$ cat config.mk
export PLATFORM = sky130hd
export DESIGN_NAME = counter_updown_param
export DESIGN_NICKNAME = d
export VERILOG_FILES = /design/src/rtl/counter_updown_param_pkg.sv /design/src/rtl/counter_prescale.sv /design/src/rtl/counter_updown_param.sv
export SDC_FILE = /design/constraint.sdc
export NUM_CORES = 1
export LEC_CHECK = 0
export ABC_AREA = 1
export BUFFER_PORTS_ARGS = -buffer_cell sky130_fd_sc_hd__clkbuf_2
export CAP_MARGIN = 5
export CORE_MARGIN = 5
export CORE_UTILIZATION = 54
export DETAILED_ROUTE_END_ITERATION = 10
export HOLD_SLACK_MARGIN = 0.15
export PLACE_DENSITY = 0.92
export SLEW_MARGIN = 20
export SYNTH_ARGS = -nofsm -noshare
export SYNTH_HDL_FRONTEND = slang
export SYNTH_HIERARCHICAL = 1
export SYNTH_SLANG_ARGS = --single-unit
$ cat constraint.sdc
create_clock -name clk -period 2.3 [get_ports clk]
set_clock_uncertainty 0.1 [all_clocks]
set_input_delay 0 -clock clk [delete_from_list [all_inputs] [get_ports clk]]
set_output_delay 0 -clock clk [all_outputs]
set_load 0.005 [all_outputs]
$ cat src/rtl/counter_updown_param_pkg.sv
// Shared constants for the parametrised up/down counter: direction encodings
// on up_dn and the wrap/saturate mode values accepted by SATURATE.
package counter_updown_param_pkg;

  localparam logic DIR_UP    = 1'b1;
  localparam logic DIR_DN    = 1'b0;
  localparam int   MODE_WRAP = 0;
  localparam int   MODE_SAT  = 1;

endpackage

$ cat src/rtl/counter_prescale.sv
// Enable prescaler: counts en cycles 0..PRESCALE-1 and flags the cycle on
// which the owning counter may step. Used only under COUNTER_PRESCALE_EN.
module counter_prescale #(
  parameter int PRESCALE = 4
) (
  input  logic clk,
  input  logic rst,
  input  logic clr,
  input  logic en,
  output logic step
);

  // A divide-by-1 still needs one flop bit so the port list stays uniform.
  localparam int            PW   = (PRESCALE > 1) ? $clog2(PRESCALE) : 1;
  localparam logic [PW-1:0] LAST = PW'(PRESCALE - 1);

  logic [PW-1:0] pre_q, pre_d;

  assign step = en && (pre_q == LAST);

  always_comb begin
    pre_d = pre_q;
    if (clr)       pre_d = '0;
    else if (step) pre_d = '0;
    else if (en)   pre_d = pre_q + PW'(1);
  end

  always_ff @(posedge clk) begin
    if (rst) pre_q <= '0;
    else     pre_q <= pre_d;
  end

endmodule

$ cat src/rtl/counter_updown_param.sv
// Parametrised synchronous up/down counter with load, wrap/saturate, tc pulse
// and sticky overflow. Define COUNTER_PRESCALE_EN to divide en by PRESCALE.
module counter_updown_param
  import counter_updown_param_pkg::*;
#(
  parameter int WIDTH    = 8,
  parameter int MODULO   = 256,
  parameter int SATURATE = 0,
  parameter int PRESCALE = 4
) (
  input  logic             clk,
  input  logic             rst,
  input  logic             en,
  input  logic             up_dn,
  input  logic             load,
  input  logic [WIDTH-1:0] load_val,
  input  logic             clr_ovf,
  output logic [WIDTH-1:0] count,
  output logic             tc,
  output logic             ovf
);

  if (WIDTH < 1 || MODULO < 2 || MODULO > (1 << WIDTH) || PRESCALE < 1)
  begin : g_bad_params
    $error("counter_updown_param: illegal WIDTH/MODULO/PRESCALE combination");
  end

  localparam logic [WIDTH-1:0] MAX_VAL = WIDTH'(MODULO - 1);
  localparam logic [WIDTH:0]   MOD_EXT = (WIDTH + 1)'(MODULO);
  localparam logic             SAT     = (SATURATE == MODE_SAT);

  logic             step;
  logic             limit;
  logic [WIDTH-1:0] count_q, count_d;
  logic             tc_q, tc_d;
  logic             ovf_q, ovf_d;

`ifdef COUNTER_PRESCALE_EN
  counter_prescale #(
    .PRESCALE (PRESCALE)
  ) u_prescale (
    .clk  (clk),
    .rst  (rst),
    .clr  (load),
    .en   (en),
    .step (step)
  );
`else
  assign step = en;
`endif

  // NOTE: every always_comb output gets a default first so no path leaves a
  // signal unassigned, which would otherwise infer a latch.
  always_comb begin
    count_d = count_q;
    limit   = 1'b0;
    if (load) begin
      count_d = ({1'b0, load_val} >= MOD_EXT) ? MAX_VAL : load_val;
    end else if (step) begin
      if (up_dn == DIR_UP) begin
        if (count_q == MAX_VAL) begin
          limit   = 1'b1;
          count_d = SAT ? MAX_VAL : '0;
        end else begin
          count_d = count_q + WIDTH'(1);
        end
      end else begin
        if (count_q == '0) begin
          limit   = 1'b1;
          count_d = SAT ? '0 : MAX_VAL;
        end else begin
          count_d = count_q - WIDTH'(1);
        end
      end
    end
    tc_d  = limit;
    // A limit event on the same edge as clr_ovf keeps the flag set.
    ovf_d = limit | (ovf_q & ~clr_ovf);
  end

  // NOTE: state flops use non-blocking assignments so every flop samples the
  // pre-edge value of its neighbours, independent of statement order.
  always_ff @(posedge clk) begin
    if (rst) begin
      count_q <= '0;
      tc_q    <= 1'b0;
      ovf_q   <= 1'b0;
    end else begin
      count_q <= count_d;
      tc_q    <= tc_d;
      ovf_q   <= ovf_d;
    end
  end

  assign count = count_q;
  assign tc    = tc_q;
  assign ovf   = ovf_q;

endmodule

## After elaboration in Yosys (flattened, before gate mapping)

Index checks and enable logic that the tools add are counted.

| operators by class | value |
|---|---|
| $add $sub $neg | 2 |
| equality and inequality tests | 1 |
| multiplexer cells | 10 |
| bitwise logic cells | 3 |
| reduce and logical (&&, ||, !) cells | 2 |

Operator list:

| cell | count |
|---|---|
| $mux W8 | 5 |
| $add A8 B1 Y8 const B | 1 |
| $eq A8 B8 Y1 const B | 1 |
| $logic_not A8 Y1 | 1 |
| $sub A8 B1 Y8 const B | 1 |
| $mux W1 | 5 |
| $reduce_bool A2 Y1 | 1 |
| $and A1 B1 Y1 | 1 |
| $not A1 Y1 | 1 |
| $or A1 B1 Y1 | 1 |

| word-level totals | value |
|---|---|
| register bits | 10 |
| bits of input ports | 14 |
| output and inout bits | 10 |
| word-level logic and storage cells | 21 |

## Logic depth before layout (Yosys ltp)

| logic depth | value |
|---|---|
| depth after elaboration | 6 |
| mapped depth | 11 |
| depth with buffers taken out | 11 |

## Worst setup path before layout

No wires, ideal clock.

| timing path | value |
|---|---|
| kind | register to register |
| start | register count_q[0] (netlist: count[0]) |
| end | register count_q[6] (netlist: count[6]) |
| setup time | 0.132 ns |
| arrival | 1.196 ns |
| required time | 2.068 ns |
| path slack | 0.872 ns |
| stages on the path, launching flop included | 12 |
| path buffers | 0 |
| period minus slack after synthesis | 1.428 ns |
| cell sequence | dfxtp_1 > inv_2 > ha_1 > inv_1 > nor2_1 > nand4_1 > nand2_1 > nand2_1 > nand2_1 > nand2_1 > nand2_1 > a21oi_1 |

| on the way | value |
|---|---|
| word-level cells in the longest chain between the ends | 5 |
| elaborated cells between the ends (all ways) | 9 |
| those cells by class | add/sub: 2; eq/ne: 1; mux: 5; reduce/logical: 1 |

Ends and longest elaborated chain:

| item | line | source |
|---|---|---|
| start, declared | counter_updown_param.sv:34 | `logic [WIDTH-1:0] count_q, count_d;` |
| start signal, assigned | counter_updown_param.sv:89 | `count_q <= count_d;` |
| $sub A8 B1 Y8, or another cell as far along | counter_updown_param.sv:72 | `count_d = count_q - WIDTH'(1);` |
| $mux W8, on equally long branches | counter_updown_param.sv:68, counter_updown_param.sv:61 |  |
| $mux W8 (*) | counter_updown_param.sv:60 | `if (up_dn == DIR_UP) begin` |
| $mux W8 (*) | counter_updown_param.sv:59 | `end else if (step) begin` |
| $mux W8 (*) | counter_updown_param.sv:57 | `if (load) begin` |

Every way passes the cells marked *; elsewhere a longest branch is shown, timed or not. The select of a mux whose other input is x is not followed.
A chain may end at the register's enable or synchronous reset.

## Worst setup path in the final report

| timing path | value |
|---|---|
| start | register count_q[2] (netlist: count[2]) |
| end | register count_q[2] (netlist: count[2]) |

Same word-level chain as after synthesis.

==> key figures <==
Status
  – Status: finished clean

Setup path
  – Crit path largest cell delay: between 0.6 and 0.7 ns
  – Critical path, cell by cell: o221ai_1 > dlygate4sd3_1 > a41oi_1 > dlygate4sd3_1
  – Setup CP Type: reg -> reg
  – Crit-path most repeated cell: dlygate4sd3_1
  – CP Max Fanout: 8
  – Crit path DAT: about 2.4 ns
  – Worst setup SP type: flop
  – CP required: 2.41 ns
  – CP Capture Type: flop
  – Slowest cell on crit path: dlygate4sd3_1

Floorplan
  – Die ar.: between 0.002 and 0.0025 mm2
  – # rows: 14
  – Initial Util: 0.562
  – Core area: 0.00149 mm2
  – Die Y: around 49 um
  – Die width: 49.4 um
  – I/O pins: 24

Final layout
  – Layout area overhead: 48.0%
  – Most frequent cells in the layout: nand2_1 (33), dlygate4sd3_1 (24), clkbuf_2 (23)
  – N_diodes: 0
  – Final Net Count: around 200
  – Ratio of cells with drive above 1 in the final layout: 0.256
  – Leading cell type in the layout, fill and taps excluded: nand2_1

Drt
  – DRC Markers: 0
  – DRT Wirelength: roughly 3.0 mm
  – Pre-antenna DRT Iters: 4
  – Initial drt markers: between 50 and 60
  – Vias per cell: around 5.8
  – WL/cell: roughly 15 um
  – Routed via count: between 1000 and 1500
  – Antenna-violating nets left: 0

Yosys
  – Synthesized cell area: around 840 um2
  – Post-synthesis simple-gate area fraction: 0.420
  – Synthesized flop and latch total: 10
  – Post-synthesis adder-cell area fraction: 0.0448
  – Cells after Synth: roughly 130
  – Compound-Gate Fraction of Synth Area: 0.160
  – Yosys warnings: 6
  – Multiplexer area fraction after synthesis: 0
  – Post-synthesis sequential area ratio: 0.239
  – Main combinational cell family by area after synthesis: simple AND/OR/NAND/NOR gates
  – Syn Nets: 149
  – Syn_area_per_cell: between 6 and 7 um2
  – Post-synth cell types: 26
  – Post-Synth XOR/XNOR Area: 0.0419

Global routing
  – Total global routing overflow: 0
  – Total track usage: 0.252
  – Number of global-route vias before repair: ~1100
  – Largest net degree at the start of global routing: 10
  – Initial antenna violation count: 0
  – First-pass GRT wire length: roughly 4.9 mm

STA
  – Fin Hold WS: 0.429 ns
  – Final min period: 2.24 ns
  – Headroom to the max-slew limit: 0.743
  – Fmax: about 450 MHz
  – Final setup fails: 0
  – Final worst setup slack: between 0.05 and 0.06 ns
  – Worst-Margin Slew: 0.385 ns
  – Final hold vios: 0
  – Final period util: 0.974
  – Max-slew violation count: 0

Placement
  – Placement-stage worst setup slack: roughly 0.68 ns
  – IO Port Bufs: 23
  – RePlAce Congestion: roughly 1.0
  – Placed wire-length estimate: approximately 1.8 mm

CTS
  – H-tree depth: 1
  – Worst-skew pair later-pin latency: 0.27 ns
  – Reg clk slew, reported paths: 0.07 ns
  – TritonCTS clock tree: done
  – Post-CTS Repair Setup Buffers: 0
  – Longest Clk Path Bufs: 2
  – Clock sink count: 10
  – Clock root buffer: clkbuf_4
  – CTS Buf Count: 3

Hold path
  – Hold/Removal Path Class: in -> reg

Power and ir drop
  – Power per cell area: ~450 mW/mm2
  – Max VDD drop: between 0.3 and 0.4 mV
  – Static Leak: ~0.6 nW

Flow run
  – Max-Cap Viols: 0
==> per-stage QoR <==
stage | instances | power [mW] | instance area, um2 | util | TNS [ns]
CTS | 196 | 0.535 | 1220 | 0.822 | 0
global placement | 169 | 0.371 | 961 | 0.645 | 0
finish | 196 | 0.553 | 1240 | 0.832 | 0
global route | 196 | 0.583 | 1240 | 0.832 | -0.0146
detailed placement | 169 | 0.374 | 961 | 0.645 | 0
floorplan | 132 | 0.323 | 837 | - | 0
==> per-layer routing <==
layer | wire [um] | part of all wire | GRT usage | vias to the layer above
met3 | 253 | 0.084 | 0.0703 | 30
li1 | - | - | - | 529
met1 | 1070 | 0.36 | 0.272 | 503
met5 | 0 | 0 | 0 | -
met4 | 215 | 0.072 | 0.140 | 0
met2 | 1460 | 0.49 | 0.433 | 78
==> synthesized netlist by cell type <==
cell | count | area (um2)
nand3_1 | 14 | 70.1
o221ai_1 | 2 | 17.5
dfxtp_1 | 10 | 200
a31oi_1 | 3 | 18.8
clkbuf_1 | 1 | 3.75
nand2_1 | 34 | 128
nand4_1 | 4 | 25.0
xnor2_1 | 1 | 8.76
o21ai_0 | 5 | 25.0
nand3_2 | 1 | 10.0
nor2_4 | 3 | 33.8
inv_2 | 5 | 18.8
ha_1 | 3 | 37.5
nand2_4 | 1 | 11.3
buf_4 | 1 | 7.51
nor2_2 | 1 | 6.26
inv_1 | 12 | 45.0
a41oi_1 | 1 | 8.76
xor2_1 | 3 | 26.3
a22oi_1 | 1 | 7.51
nor2_1 | 13 | 48.8
clkinv_1 | 1 | 3.75
nand2_2 | 3 | 18.8
a21oi_1 | 5 | 25.0
o21ai_1 | 1 | 5.00
a21oi_2 | 3 | 26.3
==> worst max-delay path: cells and delay by family, from the launching register on <==
kind / cells / cell delay, ns
AOI/OAI and AO/OA: 2 / 0.35
buffers and inverters: 2 / 1.18
DFF: 1 / 0.55
==> where the power goes <==
part	internal, mW	switching (mW)	leakage, nW	total [mW]
logic	0.0985	0.113	0.512	0.211
clock network	0.0607	0.0664	0.0138	0.127
registers	0.186	0.0283	0.0825	0.214
==> repair_timing <==
| item | in CTS | in global routing |
|---|---|---|
| hold endpoints to repair | 10 | 0 |
| setup endpoints to repair | 0 | 3 |
| gates resized for setup | 0 | 4 |
| hold buffers | 24 | 0 |
==> path summary, 6_finish.rpt <==
path,cells past startpoint,start,endpoint,slack [ns]
worst max-delay path,4,count[2],count[2],0.06
worst min-delay path,6,load,count[6],0.43
worst min register to register,2,count[6],count[6],0.49
worst max register to register,4,count[2],count[2],0.06
==> registers in the layout, indices dropped and copies added (netlist names) <==
name,cells
count,8
tc,1
ovf,1
==> kinds of logic after synthesis <==
family | count (synthesis)
AOI/OAI and AO/OA | 21
xor gates and xnor gates | 4
adders and majority gates | 3
buffers and inverters | 20
DFF | 10
and+or+nand+nor | 74
==> layout make-up <==
type                            instances  area, um2
Timing Repair Buffer                   47        355
Clock buffer                            3       22.5
Sequential cell                        10        200
Multi-Input combinational cell        102        573
Fill cell                              97        250
Tap cell                               16       20.0
Inverter                               18       67.6
No activity file was read; power rests on OpenSTA's default activity.
